### src/rtl/exu_alu_pipe.sv
// Single-issue ALU stage with a valid/ready request side and a held, registered result.
// Define ALU_SERIAL_SHIFT_EN for a one-bit-per-cycle shifter instead of the barrel shifter.
module exu_alu_pipe #(
   parameter int XLEN    = 32,
   parameter int SHAMT_W = $clog2(XLEN)
) (
   input  logic            clk,
   input  logic            rst,
   input  logic            req_valid_i,
   output logic            req_ready_o,
   input  logic [XLEN-1:0] op1_i,
   input  logic [XLEN-1:0] op2_i,
   input  logic [9:0]      op_i,
   input  logic            flush_i,
   output logic            res_valid_o,
   input  logic            res_ready_i,
   output logic [XLEN-1:0] res_o,
   output logic            busy_o
);

   typedef enum logic [1:0] {IDLE, SHIFT, HOLD} state_t;

   state_t             state;
   logic [XLEN-1:0]    res_q;
   logic [XLEN-1:0]    alu_res;
   logic [XLEN-1:0]    sll_res;
   logic [XLEN-1:0]    srl_res;
   logic [XLEN-1:0]    sra_res;
   logic [SHAMT_W-1:0] shamt;
   logic               accept;

   assign shamt       = op2_i[SHAMT_W-1:0];
   assign req_ready_o = (state == IDLE) | ((state == HOLD) & res_ready_i);
   assign accept      = req_valid_i & req_ready_o;
   assign res_valid_o = (state == HOLD);
   assign busy_o      = (state != IDLE);
   assign res_o       = res_q;

`ifdef ALU_SERIAL_SHIFT_EN
   typedef enum logic [1:0] {SK_SLL, SK_SRL, SK_SRA} shift_kind_t;

   shift_kind_t        shift_kind_d;
   shift_kind_t        shift_kind_q;
   logic               is_shift;
   logic [SHAMT_W-1:0] shift_cnt;

   // Only a zero-distance shift completes through the ALU path; nonzero ones go serial
   assign sll_res = op1_i;
   assign srl_res = op1_i;
   assign sra_res = op1_i;

   always_comb begin
      is_shift     = 1'b0;
      shift_kind_d = SK_SLL;
      if (op_i[1:0] == 2'b00 && op_i[2]) begin
         is_shift = 1'b1;
      end else if (op_i[5:0] == 6'b0 && op_i[6]) begin
         is_shift     = 1'b1;
         shift_kind_d = SK_SRL;
      end else if (op_i[6:0] == 7'b0 && op_i[7]) begin
         is_shift     = 1'b1;
         shift_kind_d = SK_SRA;
      end
   end
`else
   assign sll_res = op1_i << shamt;
   assign srl_res = op1_i >> shamt;
   assign sra_res = $unsigned($signed(op1_i) >>> shamt);
`endif

   // Lowest set opcode bit wins; an empty opcode yields zero
   always_comb begin
      alu_res = '0;
      if (op_i[0])      alu_res = op1_i + op2_i;
      else if (op_i[1]) alu_res = op1_i - op2_i;
      else if (op_i[2]) alu_res = sll_res;
      else if (op_i[3]) alu_res = {{(XLEN-1){1'b0}}, ($signed(op1_i) < $signed(op2_i))};
      else if (op_i[4]) alu_res = {{(XLEN-1){1'b0}}, (op1_i < op2_i)};
      else if (op_i[5]) alu_res = op1_i ^ op2_i;
      else if (op_i[6]) alu_res = srl_res;
      else if (op_i[7]) alu_res = sra_res;
      else if (op_i[8]) alu_res = op1_i | op2_i;
      else if (op_i[9]) alu_res = op1_i & op2_i;
   end

   // Flush beats both a same-cycle accept and a result handshake
   always_ff @(posedge clk or posedge rst) begin
      if (rst) begin
         state <= IDLE;
         res_q <= '0;
`ifdef ALU_SERIAL_SHIFT_EN
         shift_cnt    <= '0;
         shift_kind_q <= SK_SLL;
`endif
      end else if (flush_i) begin
         state <= IDLE;
`ifdef ALU_SERIAL_SHIFT_EN
         shift_cnt <= '0;
`endif
      end else begin
         case (state)
            IDLE, HOLD: begin
               if (accept) begin
`ifdef ALU_SERIAL_SHIFT_EN
                  if (is_shift && shamt != '0) begin
                     state        <= SHIFT;
                     res_q        <= op1_i;
                     shift_cnt    <= shamt;
                     shift_kind_q <= shift_kind_d;
                  end else begin
                     state <= HOLD;
                     res_q <= alu_res;
                  end
`else
                  state <= HOLD;
                  res_q <= alu_res;
`endif
               end else if (state == HOLD && res_ready_i) begin
                  state <= IDLE;
               end
            end
`ifdef ALU_SERIAL_SHIFT_EN
            SHIFT: begin
               case (shift_kind_q)
                  SK_SLL:  res_q <= {res_q[XLEN-2:0], 1'b0};
                  SK_SRL:  res_q <= {1'b0, res_q[XLEN-1:1]};
                  default: res_q <= {res_q[XLEN-1], res_q[XLEN-1:1]};
               endcase
               shift_cnt <= shift_cnt - SHAMT_W'(1);
               if (shift_cnt == SHAMT_W'(1)) state <= HOLD;
            end
`endif
            default: state <= IDLE;
         endcase
      end
   end

endmodule
### config.mk
export PLATFORM = sky130hd
export DESIGN_NAME = exu_alu_pipe
export DESIGN_NICKNAME = d
export VERILOG_FILES = /design/src/rtl/exu_alu_pipe.sv
export SDC_FILE = /design/constraint.sdc
export NUM_CORES = 1
export LEC_CHECK = 0
export ABC_CLOCK_PERIOD_IN_PS = 4000
export CELL_PAD_IN_SITES_DETAIL_PLACEMENT = 1
export CELL_PAD_IN_SITES_GLOBAL_PLACEMENT = 2
export CORE_MARGIN = 1.5
export CORE_UTILIZATION = 31
export CTS_CLUSTER_SIZE = 8
export DETAILED_ROUTE_END_ITERATION = 8
export PLACE_DENSITY = 0.76
export SLEW_MARGIN = 20
export SYNTH_ARGS = -nofsm -noshare
export SYNTH_HDL_FRONTEND = slang
export SYNTH_SLANG_ARGS = --single-unit
### constraint.sdc
create_clock -name clk -period 4 [get_ports clk]
set_clock_uncertainty 0.1 [all_clocks]
set_input_delay 0.8 -clock clk [delete_from_list [all_inputs] [get_ports clk]]
set_output_delay 0.8 -clock clk [all_outputs]
set_load 0.01 [all_outputs]
# After elaboration in Yosys (flattened, before gate mapping)
# Cells that the tools add are included.
# Widths: inputs -> output; s select.
[classes] mux=14 n_reduce_logical=5 bitwise=7 n_lt_le_gt_ge=2 shift=3 n_eq_ne=2 addsub=2
[ops] operator="$mux 32" n=10
[ops] operator="$lt 32x32->1" n=2
[ops] operator="$add 32x32->32" n=1
[ops] operator="$and 32x32->32" n=1
[ops] operator="$or 32x32->32" n=1
[ops] operator="$shl 32x5->32" n=1
[ops] operator="$shr 32x5->32" n=1
[ops] operator="$sshr 32x5->32" n=1
[ops] operator="$sub 32x32->32" n=1
[ops] operator="$xor 32x32->32" n=1
[ops] operator="$mux 2" n=4
[ops] operator="$ne 4x4->1 const B" n=1
[ops] operator="$reduce_and 3->1" n=1
[ops] operator="$and 1x1->1" n=2
[ops] operator="$eq 2x2->1 const B" n=1
[ops] operator="$logic_not 2->1" n=1
[ops] operator="$reduce_bool 2->1" n=1
[ops] operator="$reduce_or 2->1" n=1
[ops] operator="$logic_and 1x1->1" n=1
[ops] operator="$not 1->1" n=1
[ops] operator="$or 1x1->1" n=1
[totals] regBits=34 inputBits=79 out_inout_bits=35 elab_cells=37

# Logic depth before layout (Yosys ltp)
# Gate-level depths: netlist of run 1.
[logic_depth] word_depth=11 depth_mapped=15 mapped_depth_nobuf=12

# Worst setup path after synthesis of run 1
# OpenSTA, ideal clock, no wires.
[synth_timing] path_kind="input -> register" from="in op2_i[3]" to="reg res_q[26] (netlist: res_o[26])" path_slack_ps=-351 arrival_time_ps=4125 required_ps=3774 path_buffers=4 setup_ps=126 path_stages=15 cell_sequence="clkbuf_1 clkinv_1 clkbuf_1 clkbuf_1 ha_1 buf_2 nor2_1 a211oi_1 o21ai_0 a2111oi_4 o21ai_1 a21oi_1 nor2_1 a41o_1 o32a_1"
[synth_via] elab_chain_cells=9 word_cells_on_any_way=13 cone_classes="add/sub (2); shift (3); mux (8)"
[synth_rtl] element="from (decl)" line_no="12" rtl="input logic [XLEN-1:0] op2_i,"
[synth_rtl] element="$sshr 32x5->32" line_no="68" rtl="assign sra_res = $unsigned($signed(op1_i) >>> shamt);"
[synth_rtl] element="$mux 32" line_no="81" rtl="else if (op_i[7]) alu_res = sra_res;"
[synth_rtl] element="$mux 32" line_no="80" rtl="else if (op_i[6]) alu_res = srl_res;"
[synth_rtl] element="$mux 32" line_no="79" rtl="else if (op_i[5]) alu_res = op1_i ^ op2_i;"
[synth_rtl] element="$mux 32" line_no="78" rtl="else if (op_i[4]) alu_res = {{(XLEN-1){1'b0}}, (op1_i < op2_i)};"
[synth_rtl] element="$mux 32" line_no="77" rtl="else if (op_i[3]) alu_res = {{(XLEN-1){1'b0}}, ($signed(op1_i) < $signed(op2_i))};"
[synth_rtl] element="$mux 32" line_no="76" rtl="else if (op_i[2]) alu_res = sll_res;"
[synth_rtl] element="$mux 32" line_no="75" rtl="else if (op_i[1]) alu_res = op1_i - op2_i;"
[synth_rtl] element="$mux 32 (*)" line_no="74" rtl="if (op_i[0]) alu_res = op1_i + op2_i;"
[synth_rtl] element="to (signal assigned)" line_no="116" rtl="res_q <= alu_res;"
[synth_rtl] element="to (decl)" line_no="24" rtl="logic [XLEN-1:0] res_q;"
# Every way passes the cells marked *; elsewhere a longest branch is shown, timed or not.
# A chain may end at the register's enable or synchronous reset.

# Worst setup path in the final report of run 1
[layout_timing] from="in op2_i[11]" to="reg res_q[26] (netlist: res_o[26])"
[layout_via] elab_chain_cells=3 word_cells_on_any_way=4 cone_classes="add/sub (2); mux (2)"
[layout_rtl] element="$sub 32x32->32" line_no="75"
[layout_rtl] element="$mux 32" line_no="75"
[layout_rtl] element="$mux 32 (*)" line_no="74"
# Marks and branches as above.

==> qor.yml, run 1 <==
outcome: "completed"
synthArstFlopShare_pct: 100
clk_latency_ns: 0.29
htree_levels: 2
slew-limit-headroom_pct: 27.3
cp_data_required_time_ns: 4.08
setup_tns_ns: 0
drive_gt1_share_pct: 26.3
post_dp_cell_area_um2: 13500
fin_nets: 1845
cts_buffer_depth: 2
num_io_pins: 114
cts_buffers: 5
finalInstanceArea_um2: 13900
total_power_w: 0.00305
min_path_type: "reg -> reg"
viasPerCell: 6.03
die_h_um: 184
port_buffers: 113
synth_cell_types: 80
nFillCells: 3990
timing.rr.start: "state[1]$_DFFE_PP0P_"
dieArea_um2: 33900
fmax_ghz: 0.256
drt_iter0_drc: 1024
track_usage_pct: 33.4
grt_pass1_vias: 12900
tightest_slew_ns: 1.06
final_hold_viol_count: 0
muxShareOfSynthArea_pct: 20.3
grt_pass1_wl_um: 83900
route.detailed.drc: 0
leakage_nw: 6.11
setup_violations: 0
grt_overflow: 0
max-vdd-ir-drop_mv: 0.154
drv_slew: 0
hp-start: "res_o[19]$_DFFE_PP0P_"
fin_hold_ws_ns: 0.379
synthAdderAreaFrac_pct: 12.3
max_cap_violations: 0
drtPass1Iterations: 6
synth_xor_xnor_area_share_pct: 1.98
num_vias: 12700
gp_congestion: 1.02
antenna_cells: 0
synth-main-ff-cell: "dfrtp_1"
yosysWarnings: 0
synth-seq-area-share_pct: 8.13
coreArea_um2: 32400
syn2layout_area_growth_pct: 37.1
totalWireLength_um: 56800
cts_sinks: 33
power_density_nw_per_um2: 219
grt_max_degree: 82
drt.antenna.violating_nets: 0
period_share_pct: 97.8
critPathLaunch: "op2_i[11]"
clockRootBuffer: "clkbuf_16"
cp_max_fo: 4
worstPathArrival_ns: 3.99
clkTransAtPathRegs_ns: 0.06
synth_edf_count: 0
critPathLaunchType: "input port"
critPathKind: "in -> reg"
synth.ff_latch_count: 33
synth-compound-area-share_pct: 32.5
synth_cells: 1360
syn-cell-area_um2: 10200
die_x_um: 184
antenna_found_initial: 0
rsz0062_at_grt: "true"
utilization_pct: 43.0
syn_avg_cell_area_um2: 7.47
worstSetupEndpointType: "flop"
wl_per_cell_um: 26.9
period_minus_slack_ns: 3.91
rows: 66
place_hpwl_um: 46000
ctsHoldBuffers: 0
start_util_pct: 31.4
cts_tree: "built"
synth-simple-area-share_pct: 16.1
syn_nets: 1538
synth_top_family_by_area: "compound AO/OA/AOI/OAI gates"
## sequential cells by signal (all words and copies together), names as in the netlist
signal  cells
state       1
res_o      32
## cell type report
type                       instances  area [um^2]  area share (%)
multi-input combinational       1114         8660            62.2
inverter                         103          389            2.79
clock inverter                     2         10.0          0.0719
tap                              442          553            3.97
sequential                        33          826            5.93
clock buffer                       6          129           0.925
timing repair buffer             410         3360            24.1
## layer usage
layer	share of wire, %	routed length, um	GRT usage (%)
met4	5.6	3200	16.6
met3	5.0	2850	3.39
met2	47	26900	56.7
met1	42	23900	42.2
met5	0	0	0
## path summary, 6_finish.rpt
path                                          to  slack, ns  cells after the start
min in group asynchronous  res_o[26]$_DFFE_PP0P_       0.84                      3
min reg2reg                res_o[19]$_DFFE_PP0P_       0.38                      2
max                        res_o[26]$_DFFE_PP0P_       0.09                     13
min                        res_o[19]$_DFFE_PP0P_       0.38                      2
max reg2reg                res_o[30]$_DFFE_PP0P_       1.73                      6
max in group asynchronous   res_o[1]$_DFFE_PP0P_       2.58                      3
## power breakdown
group / total (W) / switching (W) / internal, W
Combinational: 0.00220 / 0.00120 / 0.000992
Sequential: 0.000453 / 0.0000484 / 0.000405
Clock: 0.000404 / 0.000175 / 0.000230
Total: 0.00305 / 0.00143 / 0.00163
## cell families after synthesis
group / after synthesis
flip-flops: 33
adder cells (fa/ha/maj): 99
XOR/XNOR: 23
buffers and inverters: 213
AND/OR/NAND/NOR: 369
AO/OA/AOI/OAI: 498
multiplexers: 125
## cell usage after synthesis (8+ instances only)
| library cell | n | area share [%] |
|---|---|---|
| nor4_1 | 8 | 0.49 |
| a22oi_1 | 8 | 0.59 |
| o22ai_1 | 17 | 1.0 |
| clkbuf_1 | 64 | 2.4 |
| inv_1 | 101 | 3.7 |
| o221ai_1 | 11 | 0.95 |
| o21bai_1 | 14 | 1.0 |
| a211o_1 | 9 | 0.78 |
| a221oi_1 | 21 | 1.8 |
| nand2_1 | 104 | 3.8 |
| ha_1 | 97 | 12 |
| nand2b_1 | 8 | 0.49 |
| buf_4 | 8 | 0.59 |
| a31oi_1 | 19 | 1.2 |
| xnor2_1 | 21 | 1.8 |
| o211ai_1 | 17 | 1.3 |
| o31ai_1 | 12 | 0.89 |
| buf_1 | 10 | 0.37 |
| a211oi_1 | 25 | 1.8 |
| a21oi_1 | 156 | 7.7 |
| mux4_2 | 63 | 14 |
| nand3_1 | 16 | 0.79 |
| a221o_1 | 8 | 0.79 |
| mux2i_1 | 46 | 4.5 |
| dfrtp_1 | 33 | 8.1 |
| a21o_1 | 13 | 0.96 |
| nor3_1 | 28 | 1.4 |
| o21a_1 | 9 | 0.67 |
| o21ai_0 | 85 | 4.2 |
| nor2_1 | 151 | 5.6 |
| buf_2 | 26 | 1.3 |
| and2_1 | 8 | 0.49 |
| mux2_2 | 15 | 1.7 |
| nor2b_1 | 14 | 0.86 |
## cell usage in the layout (no fill, tap or decap), types with 9 or more instances in the layout
cell type        synthesis  layout
mux2i_1                 46      46
buf_4                    8     296
nor2_1                 151     150
o21a_1                   9       9
nor2b_1                 14      13
o21ai_0                 85      80
inv_1                  101     101
a211oi_1                25      23
nand2_1                104     104
o221ai_1                11      11
mux4_2                  63      63
nand3_1                 16      16
mux2_2                  15      15
clkdlybuf4s50_1          0     101
ha_1                    97      91
dfrtp_1                 33      33
xnor2_1                 21      21
o21bai_1                14      13
o22ai_1                 17      17
a211o_1                  9       9
a21o_1                  13      13
o31ai_1                 12      12
a21oi_1                156     153
nor3_1                  28      26
o211ai_1                17      17
a221oi_1                21      19
a31oi_1                 19      18
## what timing repair did
item,CTS,global route
setup buffers,7,0
resized for setup,19,22
pin swaps,8,9
endpoints found under the setup margin,5,16
cloned,0,0
## stage by stage
step	worst slack (ns)	cells
after global placement	-0.570	2095
after floorplan	0.00579	1360
after detailed placement	-0.635	2095
final	0.0882	2110
after global routing	-0.0172	2110
after CTS	0.00714	2110
## worst max-delay path, stage by stage
cell and delay, ns:
clkdlybuf4s50_1 0.52, inv_1 0.09, ha_1 0.31, a21o_1 0.21
a31o_1 0.23, a211o_1 0.30, o32a_4 0.41, a211o_1 0.29
a21oi_2 0.16, buf_4 0.15, nor4_1 0.04, a41o_1 0.21
o32a_1 0.28
No activity file was read; power rests on OpenSTA's default activity.
==> run 2, diff against run 1 <==
--- a/config.mk
+++ b/config.mk
@@ -9,10 +9,10 @@
 export CELL_PAD_IN_SITES_DETAIL_PLACEMENT = 1
 export CELL_PAD_IN_SITES_GLOBAL_PLACEMENT = 2
 export CORE_MARGIN = 1.5
-export CORE_UTILIZATION = 31
+export CORE_UTILIZATION = 37
 export CTS_CLUSTER_SIZE = 8
 export DETAILED_ROUTE_END_ITERATION = 8
-export PLACE_DENSITY = 0.76
+export PLACE_DENSITY = 0.89
 export SLEW_MARGIN = 20
 export SYNTH_ARGS = -nofsm -noshare
 export SYNTH_HDL_FRONTEND = slang
==> qor.yml, run 2 (synthesized netlist as in run 1, its figures left out) <==
gp_congestion: 1.02  # -0.37%
fmax_ghz: 0.252  # -1.6%
viasPerCell: 6.46  # +7.1%
grt_overflow: 0  # unchanged
ctsHoldBuffers: 0  # unchanged
slew-limit-headroom_pct: 26.0  # -1.3 points
antenna_found_initial: 0  # unchanged
htree_levels: 2  # unchanged
cts_sinks: 33  # unchanged
coreArea_um2: 27000  # -17%
fin_nets: 1836  # -0.49%
final_hold_viol_count: 0  # unchanged
track_usage_pct: 39.8  # +6.4 points
cp_max_fo: 4  # unchanged
setup_tns_ns: 0  # unchanged
switchingPower_w: 0.00143  # +0.25%
clockRootBuffer: "clkbuf_16"
period_share_pct: 99.4  # +1.6 points
hp-start: "res_o[23]$_DFFE_PP0P_"
period_minus_slack_ns: 3.97  # +0.0624 ns
place_hpwl_um: 45800  # -0.34%
cts_buffers: 5  # unchanged
max_cap_violations: 0  # unchanged
nFillCells: 3344  # -16%
rsz0062_at_grt: "true"
layout_common_cells: "buf_4 (281), a21oi_1 (155), nor2_1 (151)"
power_frac_seq_pct: 14.8  # about the same
route.detailed.drc: 0  # unchanged
comb_power_share_pct: 71.7  # -0.2 points
outcome: "completed"
drt.antenna.violating_nets: 0  # unchanged
tightest_slew_ns: 1.08  # +0.0185 ns
num_vias: 12900  # +1.5%
reg2reg_to: "res_o[0]$_DFFE_PP0P_"
clk_latency_ns: 0.30  # about the same
whs_path_depth: 2  # unchanged
clock_power_share_pct: 13.5  # +0.3 points
num_io_pins: 114  # unchanged
timing.rr.start: "state[1]$_DFFE_PP0P_"
port_buffers: 113  # unchanged
rows: 60  # -9.1%
leakage_nw: 6.10  # -0.13%
die_x_um: 169  # -8.3%
worstPathArrival_ns: 4.08  # +0.09 ns
grt_pass1_wl_um: 84500  # +0.71%
drive_gt1_share_pct: 25.6  # -0.70 points
p_int_w: 0.00162  # -0.51%
critPathKind: "in -> reg"
grt_max_degree: 82  # unchanged
min_path_type: "reg -> reg"
hold_end: "res_o[23]$_DFFE_PP0P_"
sw_frac_of_total_pct: 46.9  # +0.19 points
worstSetupEndpointType: "flop"
final_common_cell: "buf_4"
syn2layout_area_growth_pct: 35.4
cts_tree: "built"
reg2reg_slack_ns: 1.58  # -0.15 ns
antenna_cells: 0  # unchanged
power_density_nw_per_um2: 222  # +1.1%
start_util_pct: 37.7  # +6.3 points
drt_iter0_drc: 1517  # +48%
cp_data_required_time_ns: 4.11  # +0.03 ns
setup_violations: 0  # unchanged
largest_reg_flops: 32  # unchanged
cts_buffer_depth: 2  # unchanged
wl_per_cell_um: 28.5  # +5.8%
drv_slew: 0  # unchanged
grt_pass1_vias: 13200  # +2.1%
dieArea_um2: 28500  # -16%
r2r_cells: 8  # +2
totalWireLength_um: 56900  # +0.25%
die_h_um: 169  # -8.3%
drtPass1Iterations: 5  # -1
utilization_pct: 51.0  # +8.0 points
clkTransAtPathRegs_ns: 0.06  # about the same
critPathLaunchType: "input port"
max-vdd-ir-drop_mv: 0.138  # -10%
run 2: final cells by class:
type                    count  area [um^2]  area share [%]
inverters                 103          389            2.83
well taps                 341          427            3.10
clock inverters             2         10.0          0.0728
multi-input cells        1114         8600            62.5
clock buffers               6          129           0.937
repair buffers            401         3380            24.6
flip-flops and latches     33          826            6.00
run 2: critical path, stage by stage:
cell and delay (ns):
clkdlybuf4s50_1 0.49, inv_1 0.11, ha_1 0.36, o21bai_1 0.13, o211ai_1 0.42, a31oi_2 0.17, buf_4 0.17, a211oi_2 0.16
buf_4 0.18, a21oi_4 0.08, a32oi_2 0.35, a221oi_2 0.12, a221o_1 0.31, a211oi_1 0.23
run 2: how the worst max path moves through the flow:
stage                     startpoint               endpoint  slack (ns)
final                       op1_i[1]  res_o[31]$_DFFE_PP0P_        0.03
after global routing        op1_i[1]  res_o[15]$_DFFE_PP0P_       -0.07
after CTS                   op1_i[0]  res_o[30]$_DFFE_PP0P_       0.004
after detailed placement    op1_i[0]  res_o[30]$_DFFE_PP0P_       -0.45
after global placement      op1_i[0]  res_o[30]$_DFFE_PP0P_       -0.32
after floorplan             op2_i[3]  res_o[26]$_DFFE_PP0P_       0.006
run 2: timing repair:
action	4_1_cts	5_1_grt
resized for setup	4	28
setup endpoints to repair	7	18
pin swaps	1	12
setup buffers	0	4
hold endpoints to repair	0	0
run 2: per-stage QoR:
stage / std cells / total power (W) / hold WS (ns) / worst slack (ns) / instance area [um^2]
after floorplan: 1360 / 0.00151 / 0.416 / 0.00579 / 10200
after global placement: 1988 / 0.00253 / 0.364 / -0.323 / 13400
after detailed placement: 1988 / 0.00256 / 0.368 / -0.447 / 13400
after CTS: 1996 / 0.00299 / 0.379 / 0.00370 / 13600
after global routing: 2000 / 0.00321 / 0.403 / -0.0667 / 13800
final: 2000 / 0.00305 / 0.374 / 0.0258 / 13800
run 2: metal layers:
layer | up-vias | GRT usage [%] | routed length [um]
met5 | - | 0 | 0
met4 | 0 | 18.5 | 2940
met3 | 139 | 5.38 | 3980
met2 | 682 | 68.5 | 27200
met1 | 6422 | 49.4 | 22800
li1 | 5682 | - | -
run 2: power by group through the flow:
stage                     sequential (W)  clock [W]  combinational, W
after floorplan                 0.000480          0           0.00103
after CTS                       0.000450   0.000423           0.00212
after global placement          0.000454          0           0.00207
after detailed placement        0.000455          0           0.00210
final                           0.000450   0.000411           0.00219
after global routing            0.000457   0.000432           0.00232
